$ cat src/rtl/sevenseg_pkg.sv
// Shared definitions for the seven-segment scroll encoder.
//
// Display code layout (8 bits per digit):
//   bit 7    : blank (digit dark)
//   bit 6    : decimal point
//   bit 5    : dash
//   bits 4:0 : glyph index 0..22
//
// Contents: code constants, glyph indices, the encoder state enum and a
// helper that turns a glyph index into a full display code.
package sevenseg_pkg;

  localparam logic [7:0] CODE_BLANK = 8'h80;
  localparam logic [7:0] CODE_DP    = 8'h40;
  localparam logic [7:0] CODE_DASH  = 8'h20;

  localparam logic [4:0] GLYPH_H    = 5'd16;
  localparam logic [4:0] GLYPH_APOS = 5'd17;
  localparam logic [4:0] GLYPH_R    = 5'd18;
  localparam logic [4:0] GLYPH_T_LC = 5'd19;
  localparam logic [4:0] GLYPH_R_LC = 5'd20;
  localparam logic [4:0] GLYPH_S    = 5'd21;
  localparam logic [4:0] GLYPH_T    = 5'd22;

  typedef enum logic [1:0] {
    IDLE   = 2'd0,
    FILL   = 2'd1,
    DRAIN  = 2'd2,
    SCROLL = 2'd3
  } state_e;

  function automatic logic [7:0] glyph_code(input logic [4:0] idx);
    return {3'b000, idx};
  endfunction

endpackage

$ cat src/rtl/ascii_to_sevenseg_code.sv
// Combinational ASCII to seven-segment display code mapper.
//
// Ports:
//   ascii  in   8  ASCII character
//   code   out  8  display code (glyph, dash or blank)
//   is_dp  out  1  character is '.', which decorates the previous entry
//                  rather than occupying a digit of its own; code is then
//                  8'hC0 for the case where there is no previous entry
module ascii_to_sevenseg_code
  import sevenseg_pkg::*;
(
  input  logic [7:0] ascii,
  output logic [7:0] code,
  output logic       is_dp
);

  always_comb begin
    code  = CODE_DASH;
    is_dp = 1'b0;
    unique case (ascii)
      8'h30, 8'h31, 8'h32, 8'h33, 8'h34,
      8'h35, 8'h36, 8'h37, 8'h38, 8'h39: code = {4'h0, ascii[3:0]};
      8'h41, 8'h61: code = glyph_code(5'd10);
      8'h42, 8'h62: code = glyph_code(5'd11);
      8'h43, 8'h63: code = glyph_code(5'd12);
      8'h44, 8'h64: code = glyph_code(5'd13);
      8'h45, 8'h65: code = glyph_code(5'd14);
      8'h46, 8'h66: code = glyph_code(5'd15);
      8'h48, 8'h68: code = glyph_code(GLYPH_H);
      8'h27:        code = glyph_code(GLYPH_APOS);
      8'h52:        code = glyph_code(GLYPH_R);
      8'h74:        code = glyph_code(GLYPH_T_LC);
      8'h72:        code = glyph_code(GLYPH_R_LC);
      8'h53, 8'h73: code = glyph_code(GLYPH_S);
      8'h54:        code = glyph_code(GLYPH_T);
      8'h2D:        code = CODE_DASH;
      8'h20:        code = CODE_BLANK;
      8'h2E: begin
        code  = CODE_BLANK | CODE_DP;
        is_dp = 1'b1;
      end
      default:      code = CODE_DASH;
    endcase
  end

endmodule

$ cat src/rtl/sevenseg_scroll_enc.sv
// Seven-segment message scroller: buffers an ASCII message received over a
// valid/ready byte stream and scrolls it right-to-left across NDIGITS digits.
//
// Ports:
//   clk       in   1          system clock
//   rst       in   1          synchronous active-high reset
//   in_valid  in   1          input character valid
//   in_ready  out  1          character accepted this cycle if in_valid
//   in_data   in   8          ASCII character
//   in_last   in   1          final character of the message
//   busy      out  1          not idle
//   overflow  out  1          pulse: first character of a message dropped
//   done      out  1          pulse: scroll pass finished, back to idle
//   codes     out  8*NDIGITS  display codes, leftmost digit in the MSBs
//
// Optional feature macro: SEVENSEG_SCROLL_LOOP_EN -- repeat the scroll pass
// while no new character is waiting at the end of a pass.
module sevenseg_scroll_enc
  import sevenseg_pkg::*;
#(
  parameter int NDIGITS      = 8,
  parameter int MSG_DEPTH    = 16,
  parameter int SCROLL_TICKS = 25_000_000
) (
  input  logic                   clk,
  input  logic                   rst,
  input  logic                   in_valid,
  output logic                   in_ready,
  input  logic [7:0]             in_data,
  input  logic                   in_last,
  output logic                   busy,
  output logic                   overflow,
  output logic                   done,
  output logic [8*NDIGITS-1:0]   codes
);

  localparam int AW = (MSG_DEPTH > 1) ? $clog2(MSG_DEPTH) : 1;
  localparam int LW = AW + 1;
  localparam int PW = $clog2(MSG_DEPTH + NDIGITS + 1);
  localparam int TW = $clog2(SCROLL_TICKS);

  state_e                 state_q, state_d;
  logic   [LW-1:0]        wptr_q, wptr_d;
  logic   [LW-1:0]        len_q, len_d;
  logic   [PW-1:0]        pos_q, pos_d;
  logic   [TW-1:0]        tick_q, tick_d;
  logic                   first_drop_q, first_drop_d;
  logic                   overflow_q, overflow_d;
  logic                   done_q, done_d;
  logic   [8*NDIGITS-1:0] codes_q, codes_d;
  logic   [7:0]           msg_q [MSG_DEPTH];

  logic                   wr_en;
  logic   [AW-1:0]        wr_addr;
  logic   [7:0]           wr_data;

  logic   [7:0]           char_code;
  logic                   char_is_dp;
  logic                   accept;
  logic   [LW-1:0]        prev_idx;
  logic   [PW-1:0]        end_pos;
  logic   [8*NDIGITS-1:0] window;

  ascii_to_sevenseg_code u_map (
    .ascii (in_data),
    .code  (char_code),
    .is_dp (char_is_dp)
  );

  assign in_ready = (state_q != SCROLL);
  assign busy     = (state_q != IDLE);
  assign accept   = in_valid && in_ready;
  assign prev_idx = wptr_q - LW'(1);
  assign end_pos  = PW'(len_q) + PW'(NDIGITS);
  assign overflow = overflow_q;
  assign done     = done_q;
  assign codes    = codes_q;

  always_comb begin
    state_d      = state_q;
    wptr_d       = wptr_q;
    len_d        = len_q;
    pos_d        = pos_q;
    tick_d       = tick_q;
    first_drop_d = first_drop_q;
    overflow_d   = 1'b0;
    done_d       = 1'b0;
    wr_en        = 1'b0;
    wr_addr      = wptr_q[AW-1:0];
    wr_data      = char_code;

    unique case (state_q)
      IDLE: begin
        if (accept) begin
          // A leading '.' has nothing to decorate; the mapper's 8'hC0 is stored.
          wr_en   = 1'b1;
          wr_addr = '0;
          wptr_d  = LW'(1);
          if (in_last) begin
            state_d = SCROLL;
            len_d   = LW'(1);
            pos_d   = PW'(1);
            tick_d  = '0;
          end else begin
            state_d = FILL;
          end
        end
      end

      FILL: begin
        if (accept) begin
          wr_en = 1'b1;
          if (char_is_dp) begin
            // '.' folds into the previous entry and takes no slot.
            wr_addr = prev_idx[AW-1:0];
            wr_data = msg_q[prev_idx[AW-1:0]] | CODE_DP;
            if (in_last) begin
              state_d = SCROLL;
              len_d   = wptr_q;
              pos_d   = PW'(1);
              tick_d  = '0;
            end
          end else begin
            wptr_d = wptr_q + LW'(1);
            if (in_last) begin
              state_d = SCROLL;
              len_d   = wptr_q + LW'(1);
              pos_d   = PW'(1);
              tick_d  = '0;
            end else if (wptr_q == LW'(MSG_DEPTH - 1)) begin
              state_d      = DRAIN;
              len_d        = LW'(MSG_DEPTH);
              first_drop_d = 1'b1;
            end
          end
        end
      end

      DRAIN: begin
        if (accept) begin
          overflow_d   = first_drop_q;
          first_drop_d = 1'b0;
          if (in_last) begin
            state_d = SCROLL;
            pos_d   = PW'(1);
            tick_d  = '0;
          end
        end
      end

      SCROLL: begin
        if (tick_q == TW'(SCROLL_TICKS - 1)) begin
          tick_d = '0;
          if (pos_q == end_pos) begin
`ifdef SEVENSEG_SCROLL_LOOP_EN
            if (!in_valid) begin
              pos_d = PW'(1);
            end else begin
              state_d = IDLE;
              done_d  = 1'b1;
            end
`else
            state_d = IDLE;
            done_d  = 1'b1;
`endif
          end else begin
            pos_d = pos_q + PW'(1);
          end
        end else begin
          tick_d = tick_q + TW'(1);
        end
      end

      default: state_d = IDLE;
    endcase
  end

  // Digit k (0 = leftmost) shows entry pos-NDIGITS+k when it lies in the message.
  always_comb begin
    int idx;
    window = {NDIGITS{CODE_BLANK}};
    for (int k = 0; k < NDIGITS; k++) begin
      idx = int'(pos_q) - NDIGITS + k;
      if (idx >= 0 && idx < int'(len_q)) begin
        window[8*(NDIGITS-1-k) +: 8] = msg_q[idx[AW-1:0]];
      end
    end
  end

  assign codes_d = (state_q == SCROLL) ? window : {NDIGITS{CODE_BLANK}};

  always_ff @(posedge clk) begin
    if (rst) begin
      state_q      <= IDLE;
      wptr_q       <= '0;
      len_q        <= '0;
      pos_q        <= '0;
      tick_q       <= '0;
      first_drop_q <= 1'b0;
      overflow_q   <= 1'b0;
      done_q       <= 1'b0;
      codes_q      <= {NDIGITS{CODE_BLANK}};
    end else begin
      state_q      <= state_d;
      wptr_q       <= wptr_d;
      len_q        <= len_d;
      pos_q        <= pos_d;
      tick_q       <= tick_d;
      first_drop_q <= first_drop_d;
      overflow_q   <= overflow_d;
      done_q       <= done_d;
      codes_q      <= codes_d;
    end
  end

  // Message storage is deliberately left out of reset.
  always_ff @(posedge clk) begin
    if (wr_en && !rst) begin
      msg_q[wr_addr] <= wr_data;
    end
  end

endmodule

$ cat config.mk
export PLATFORM = sky130hd
export DESIGN_NAME = sevenseg_scroll_enc
export DESIGN_NICKNAME = d
export VERILOG_FILES = /design/src/rtl/sevenseg_pkg.sv /design/src/rtl/ascii_to_sevenseg_code.sv /design/src/rtl/sevenseg_scroll_enc.sv
export SDC_FILE = /design/constraint.sdc
export NUM_CORES = 1
export LEC_CHECK = 0
export CAP_MARGIN = 20
export CELL_PAD_IN_SITES_DETAIL_PLACEMENT = 0
export CELL_PAD_IN_SITES_GLOBAL_PLACEMENT = 1
export CORE_MARGIN = 5
export CORE_UTILIZATION = 45
export DETAILED_ROUTE_END_ITERATION = 8
export GPL_TIMING_DRIVEN = 0
export PLACE_DENSITY = 0.87
export SYNTH_ARGS = -nofsm -noshare
export SYNTH_HDL_FRONTEND = slang
export SYNTH_HIERARCHICAL = 1
export SYNTH_SLANG_ARGS = --single-unit
export TNS_END_PERCENT = 20
$ cat constraint.sdc
create_clock -name clk -period 3.2 [get_ports clk]
set_input_delay 0.64 -clock clk [delete_from_list [all_inputs] [get_ports clk]]
set_output_delay 0.64 -clock clk [all_outputs]
set_load 0.01 [all_outputs]
# --- Word level (Yosys, flattened, before mapping) ---
# Memories as Yosys holds them, arrays and structs flattened. A register that Yosys moved wholly into a read port is not among the register bits.
# Cells that the tools add are included.
totals:
  output_inout_bits: 68
  wordCells: 197
  regBits: 45
  ram_bits: 128
  mem_count: 1
memory_table:
  columns: ["name", "words", "word_bits", "read_ports", "rd_clocked_by_memory_dff", "wr", "line", "source"]
  rows:
  - ["msg_q", 16, 8, 9, 8, 1, "sevenseg_scroll_enc.sv:51", "logic [7:0] msg_q [MSG_DEPTH];"]
op_classes:
  mux: 50
  magnitude_cmp: 16
  n_reduce_logical: 42
  eq_ne: 55
  addsub: 13
  bitwise: 12
ops:
  columns: ["operator", "count"]
  rows:
  - [">= comparator 32 x 1 -> 1 bit (second input constant)", 6]
  - ["< comparator 32 x 6 -> 1 bit", 6]
  - ["== test 8 x 7 -> 1 bit (second input constant)", 20]
  - ["one-hot mux 8 bit (16 select lines)", 1]
  - ["== test 8 x 6 -> 1 bit (second input constant)", 13]
  - ["two-way mux 25 bit", 3]
  - ["two-way mux 5 bit", 12]
  - ["one-hot mux 25 bit (2 select lines)", 1]
  - ["OR reduction 3 bit", 11]
  - ["one-hot mux 5 bit (2 select lines)", 3]
  - ["adder 6 x 4 -> 7 bit (second input constant)", 4]
  - ["adder 25 x 1 -> 25 bit (second input constant)", 1]
  - ["== test 25 bit (second input constant)", 1]
  - ["two-way mux 8 bit", 3]
  - ["!= test 2 bit (second input constant)", 11]
  - ["two-way mux 2 bit", 10]
  - ["AND reduction 6 bit", 3]
  - ["OR reduction 2 bit", 9]
  - ["adder 6 x 3 -> 7 bit (second input constant)", 2]
  - ["two-way mux 4 bit", 3]
  - ["NOT 1 bit", 12]
  - ["two-way mux 1 bit", 11]
  - ["adder 5 x 1 -> 5 bit (second input constant)", 2]
  - ["logical AND 1 bit", 10]
  - ["24 further kinds", 30]

# --- Longest topological paths before layout ---
logic_depth:
  word_depth: 7
  depth_mapped: 15
  ltp_nobuf: 9

# --- Cells and area by module ---
# Netlist, hierarchy kept.
by_module_without_submodules:
  columns: ["module", "n_inst", "seq_area_each_um2", "cells_per_inst", "area_per_inst_um2"]
  rows:
  - ["sevenseg_scroll_enc", 1, 6025.8, 1056, 14929.3]
  - ["ascii_to_sevenseg_code", 1, 0.0, 65, 416.6]

# --- Worst setup path after synthesis ---
# OpenSTA, ideal clock, no wires.
synth_timing:
  path_kind: "reg-to-reg"
  startpoint: "reg pos_q[1]"
  endpoint: "reg codes_q[39], in the netlist codes[39], read port of msg_q"
  n_path_buf: 5
  stages_incl_launch_ff: 15
  path_slack_ns: -0.353
  arrival_time_ns: 3.426
  path_cell_list: "dfxtp_1 > buf_2 > buf_2 > buf_2 > inv_1 > ha_1 > buf_2 > buf_1 > inv_1 > ha_1 > nor2b_1 > o21a_1 > o21a_1 > o21a_1 > or3_1"
synth_between:
  elab_chain_len: 6
synth_lines:
  columns: ["item", "line", "source"]
  rows:
  - ["from (decl)", "sevenseg_scroll_enc.sv:45", "logic [PW-1:0] pos_q, pos_d;"]
  - ["from (signal assigned)", "sevenseg_scroll_enc.sv:207", "pos_q <= pos_d;"]
  - ["subtractor 5 x 4 -> 6 bit (*)", "sevenseg_scroll_enc.sv:183", "idx = int'(pos_q) - NDIGITS + k;"]
  - ["adder 6 x 3 -> 7 bit (*)", "sevenseg_scroll_enc.sv:183", null]
  - [">= comparator 32 x 1 -> 1 bit / < comparator 32 x 6 -> 1 bit (equally long branches)", "sevenseg_scroll_enc.sv:184", "if (idx >= 0 && idx < int'(len_q)) begin"]
  - ["logical AND 1 bit", "sevenseg_scroll_enc.sv:184", null]
  - ["NOT 1 bit (no line)", null, null]
  - ["OR reduction 3 bit (no line)", null, null]
  - ["to (decl)", "sevenseg_scroll_enc.sv:50", "logic [8*NDIGITS-1:0] codes_q, codes_d;"]
# Mark *: on every way between the ends. The rest lies on a longest branch, timed or not.
# A chain may end at the register's enable or synchronous reset.

# --- Worst setup path after layout ---
layout_timing:
  startpoint: "reg pos_q[0]"
  endpoint: "reg codes_q[39], in the netlist codes[39], read port of msg_q"
# Same word-level chain as after synthesis.

==> results.yml <==
status:
  status: "complete, but fails checks"
  violations: "setup timing"
hold_path:
  hp-start: "tick_q[22]$_SDFFE_PP0P_"
  hp-class: "reg2reg"
  whs_path_depth: 1
worst_setup_path:
  cp.required_ns: 3.61
  path_common_cell: "buf_12"
  critPathLaunch: "pos_q[0]$_SDFFE_PP0P_"
  critPathKind: "reg2reg"
  worst-path-max-fanout: 10
  arrival_ns: 3.69
  timing.rr.start: "pos_q[0]$_SDFFE_PP0P_"
  crit_slowest_cell: "or3_1"
  endpoint_kind: "register"
  path_cells: "buf_6, buf_12, buf_12, buf_12, clkinvlp_4, ha_4, buf_8, buf_12, inv_1, ha_1, nor2b_1, o21a_1, o21a_1, o21a_4, or3_1"
  reg2reg_depth: 15
  max_stage_delay_ns: 0.38
  cp-start-kind: "register"
global_routing:
  grt_overflow_total: 0
  antenna_found_initial: 0
  grt_pass1_vias: 11300
  grt_pass1_wl_mm: 71.1
  grt_max_degree: 20
  grt_usage_pct: 24.4
drt:
  drc_errors: 0
  antenna_left: 0
  drtPass1Iterations: 5
  wire_per_inst_um: 27.6
  viasPerCell: 6.73
  routed_wirelength_mm: 47.3
  vias: 11600
  drt_iter0_markers: 1440
die:
  initial_utilization_pct: 45.7
  coreArea_um2: 33600
  io_pins: 80
  fp.dieW_um: 195
  dieArea_um2: 37900
  die_y_um: 195
  rows: 67
sta:
  drv_slew: 0
  tns_ns: -0.137
  worstMarginPinSlew_ns: 1.06
  final-hold-violation-count: 0
  fmax_ghz: 0.306
  setup_ws_ns: -0.0727
  fin_crit_ns: 3.27
  fin_crit_sh_pct: 102
  setup_viol: 2
  skew_ns: 0.0193
  rsz0062_at_grt: "yes"
  slew_headroom_pct: 29.2
final_layout:
  postLayoutCoreUtil_pct: 54.6
  drive_gt1_share_pct: 32.8
  nNetsFinal: 1311
  area_growth_pct: 19.6
  final_cells: 1717
  antennaDiodeCount: 0
  design_area_um2: 18400
placed_design:
  io_buffers: 79
  dp_cells: 1649
  dp_hpwl_mm: 34.8
  gp_congestion: 0.973
  placed_area_um2: 16700
power:
  p_clk_share_pct: 40.9
  p_sw_share_pct: 24.6
  p_int_uw: 5470
  peakVddDrop_uv: 354
  p_sw_uw: 1790
  power_frac_comb_pct: 14.7
  p_per_area_nw_per_um2: 395
  pwr-share-seq_pct: 44.4
  p_leak_uw: 0.00595
  finalPower_uw: 7260
yosys:
  synth_edf_count: 128
  synthesis.area_um2: 15300
  syn_avg_cell_area_um2: 13.7
  async_flop_share_pct: 0
  synth_cell_types: 81
  synth-seq-cells: 237
  ys_seq_area_share_pct: 39.3
  netlist_instances: 1121
  synthFlopType: "edfxtp_1"
  syn_nets: 1180
  yosys_warnings: 6
clock_tree:
  hold_buffers: 0
  cts_buffers: 23
  tritoncts: "done"
  htree_levels: 1
  clk_pin_slew_ns: 0.06
  clockBufferDepth: 3
  root_buffer: "clkbuf_16"
  clkSinkCount: 237
  clock_latency_ns: 0.55
job:
  max_cap_viol_count: 0
-- per-layer routing --
| metal | vias to the layer above | wire (um) | part of all wire [%] | GRT usage (%) |
|---|---|---|---|---|
| li1 | 4843 | - | - | - |
| met1 | 5710 | 17800 | 38 | 34.0 |
| met2 | 933 | 21300 | 45 | 36.5 |
| met3 | 77 | 6940 | 15 | 8.22 |
| met4 | 0 | 1350 | 2.8 | 7.29 |
| met5 | - | 0 | 0 | 0 |
-- area by class of cell --
type,count,area [um^2]
clock inverters,12,188
inverters,40,156
flip-flops and latches,237,6030
fillers,2639,15300
clock buffers,30,633
plain buffers,67,434
well taps,448,561
repair buffers,107,1200
multi-input cells,776,9160
-- worst paths after layout --
check / to / slack, ns
max reg2reg: codes[39]$_SDFF_PP1_ / -0.07
max: codes[39]$_SDFF_PP1_ / -0.07
min: tick_q[22]$_SDFFE_PP0P_ / 0.46
min reg2reg: tick_q[22]$_SDFFE_PP0P_ / 0.46
-- power groups by stage --
stage | combinational (uW) | clock (uW) | sequential, uW
finish | 1060 | 2970 | 3220
global route | 1120 | 3120 | 3220
CTS | 1030 | 2990 | 3220
detailed placement | 971 | 0 | 3290
global placement | 959 | 0 | 3290
floorplan | 728 | 0 | 3280
-- cells in the mapped netlist, types with 11 or more instances --
master | n | area share (%)
mux4_2 | 220 | 32
edfxtp_1 | 128 | 25
dfxtp_1 | 109 | 14
nor2_1 | 57 | 1.4
nand2_1 | 49 | 1.2
ha_1 | 47 | 3.8
nor3b_1 | 43 | 2.1
a21oi_1 | 40 | 1.3
inv_1 | 33 | 0.81
nor3_1 | 30 | 0.98
buf_2 | 28 | 0.91
clkbuf_1 | 27 | 0.66
o21ai_0 | 24 | 0.78
nor2b_1 | 21 | 0.86
o21a_1 | 21 | 1.0
nand3_1 | 18 | 0.59
xnor2_1 | 16 | 0.91
nand2b_1 | 14 | 0.57
a31oi_1 | 13 | 0.53
mux2i_1 | 12 | 0.78
and3_1 | 11 | 0.45
-- what timing repair did --
item | in CTS | in global routing
endpoints found under the setup margin | 298 | 270
pin swaps | 20 | 0
buffers inserted | 26 | 1
gates resized for setup | 93 | 26
-- placed cells by master, fill, tap and decap left out, types with 19 or more instances in the layout --
cell and instances:
buf_12 19, a21oi_1 38, clkdlybuf4s50_1 76, clkbuf_16 24, nor2b_1 21, nand2_1 44
nor3_1 30, nor3b_1 42, dfxtp_1 108, buf_2 22, mux4_2 220, inv_1 32
clkbuf_1 24, ha_1 46, edfxtp_1 128, o21a_1 19, buf_4 25, nor2_1 41
o21ai_0 22
-- cells by family after synthesis --
family	after synthesis	share of synthesized area, %
XOR/XNOR	30	2.22
flip-flops	237	39.3
AND/OR/NAND/NOR	303	11.2
AO/OA/AOI/OAI	157	6.81
adder cells (fa/ha/maj)	47	3.83
multiplexers	239	33.6
buffers and inverters	108	3.09
-- critical path, delay by kind of cell (launching register included) --
family / cells / cell delay, ns
and+or+nand+nor: 2 / 0.52
DFF: 1 / 0.37
adders and majority gates: 2 / 0.56
AOI/OAI and AO/OA: 3 / 0.60
buffers and inverters: 8 / 1.07
-- sequential cells by signal (all words and copies together), names as in the netlist --
name and cells:
codes 64, done 1, first_drop_q 1, len_q 5, msg_q 128, overflow 1
pos_q 5, state_q 2, tick_q 25, wptr_q 5
-- per-stage QoR --
step           setup slack, ns  hold WS, ns
2_1_floorplan          -0.0220        0.418
3_3_place_gp             -1.50        0.433
3_5_place_dp             -1.58        0.440
4_1_cts                -0.0507        0.454
5_1_grt                 -0.159        0.466
6_report               -0.0727        0.456
No activity file was read; power rests on OpenSTA's default activity.
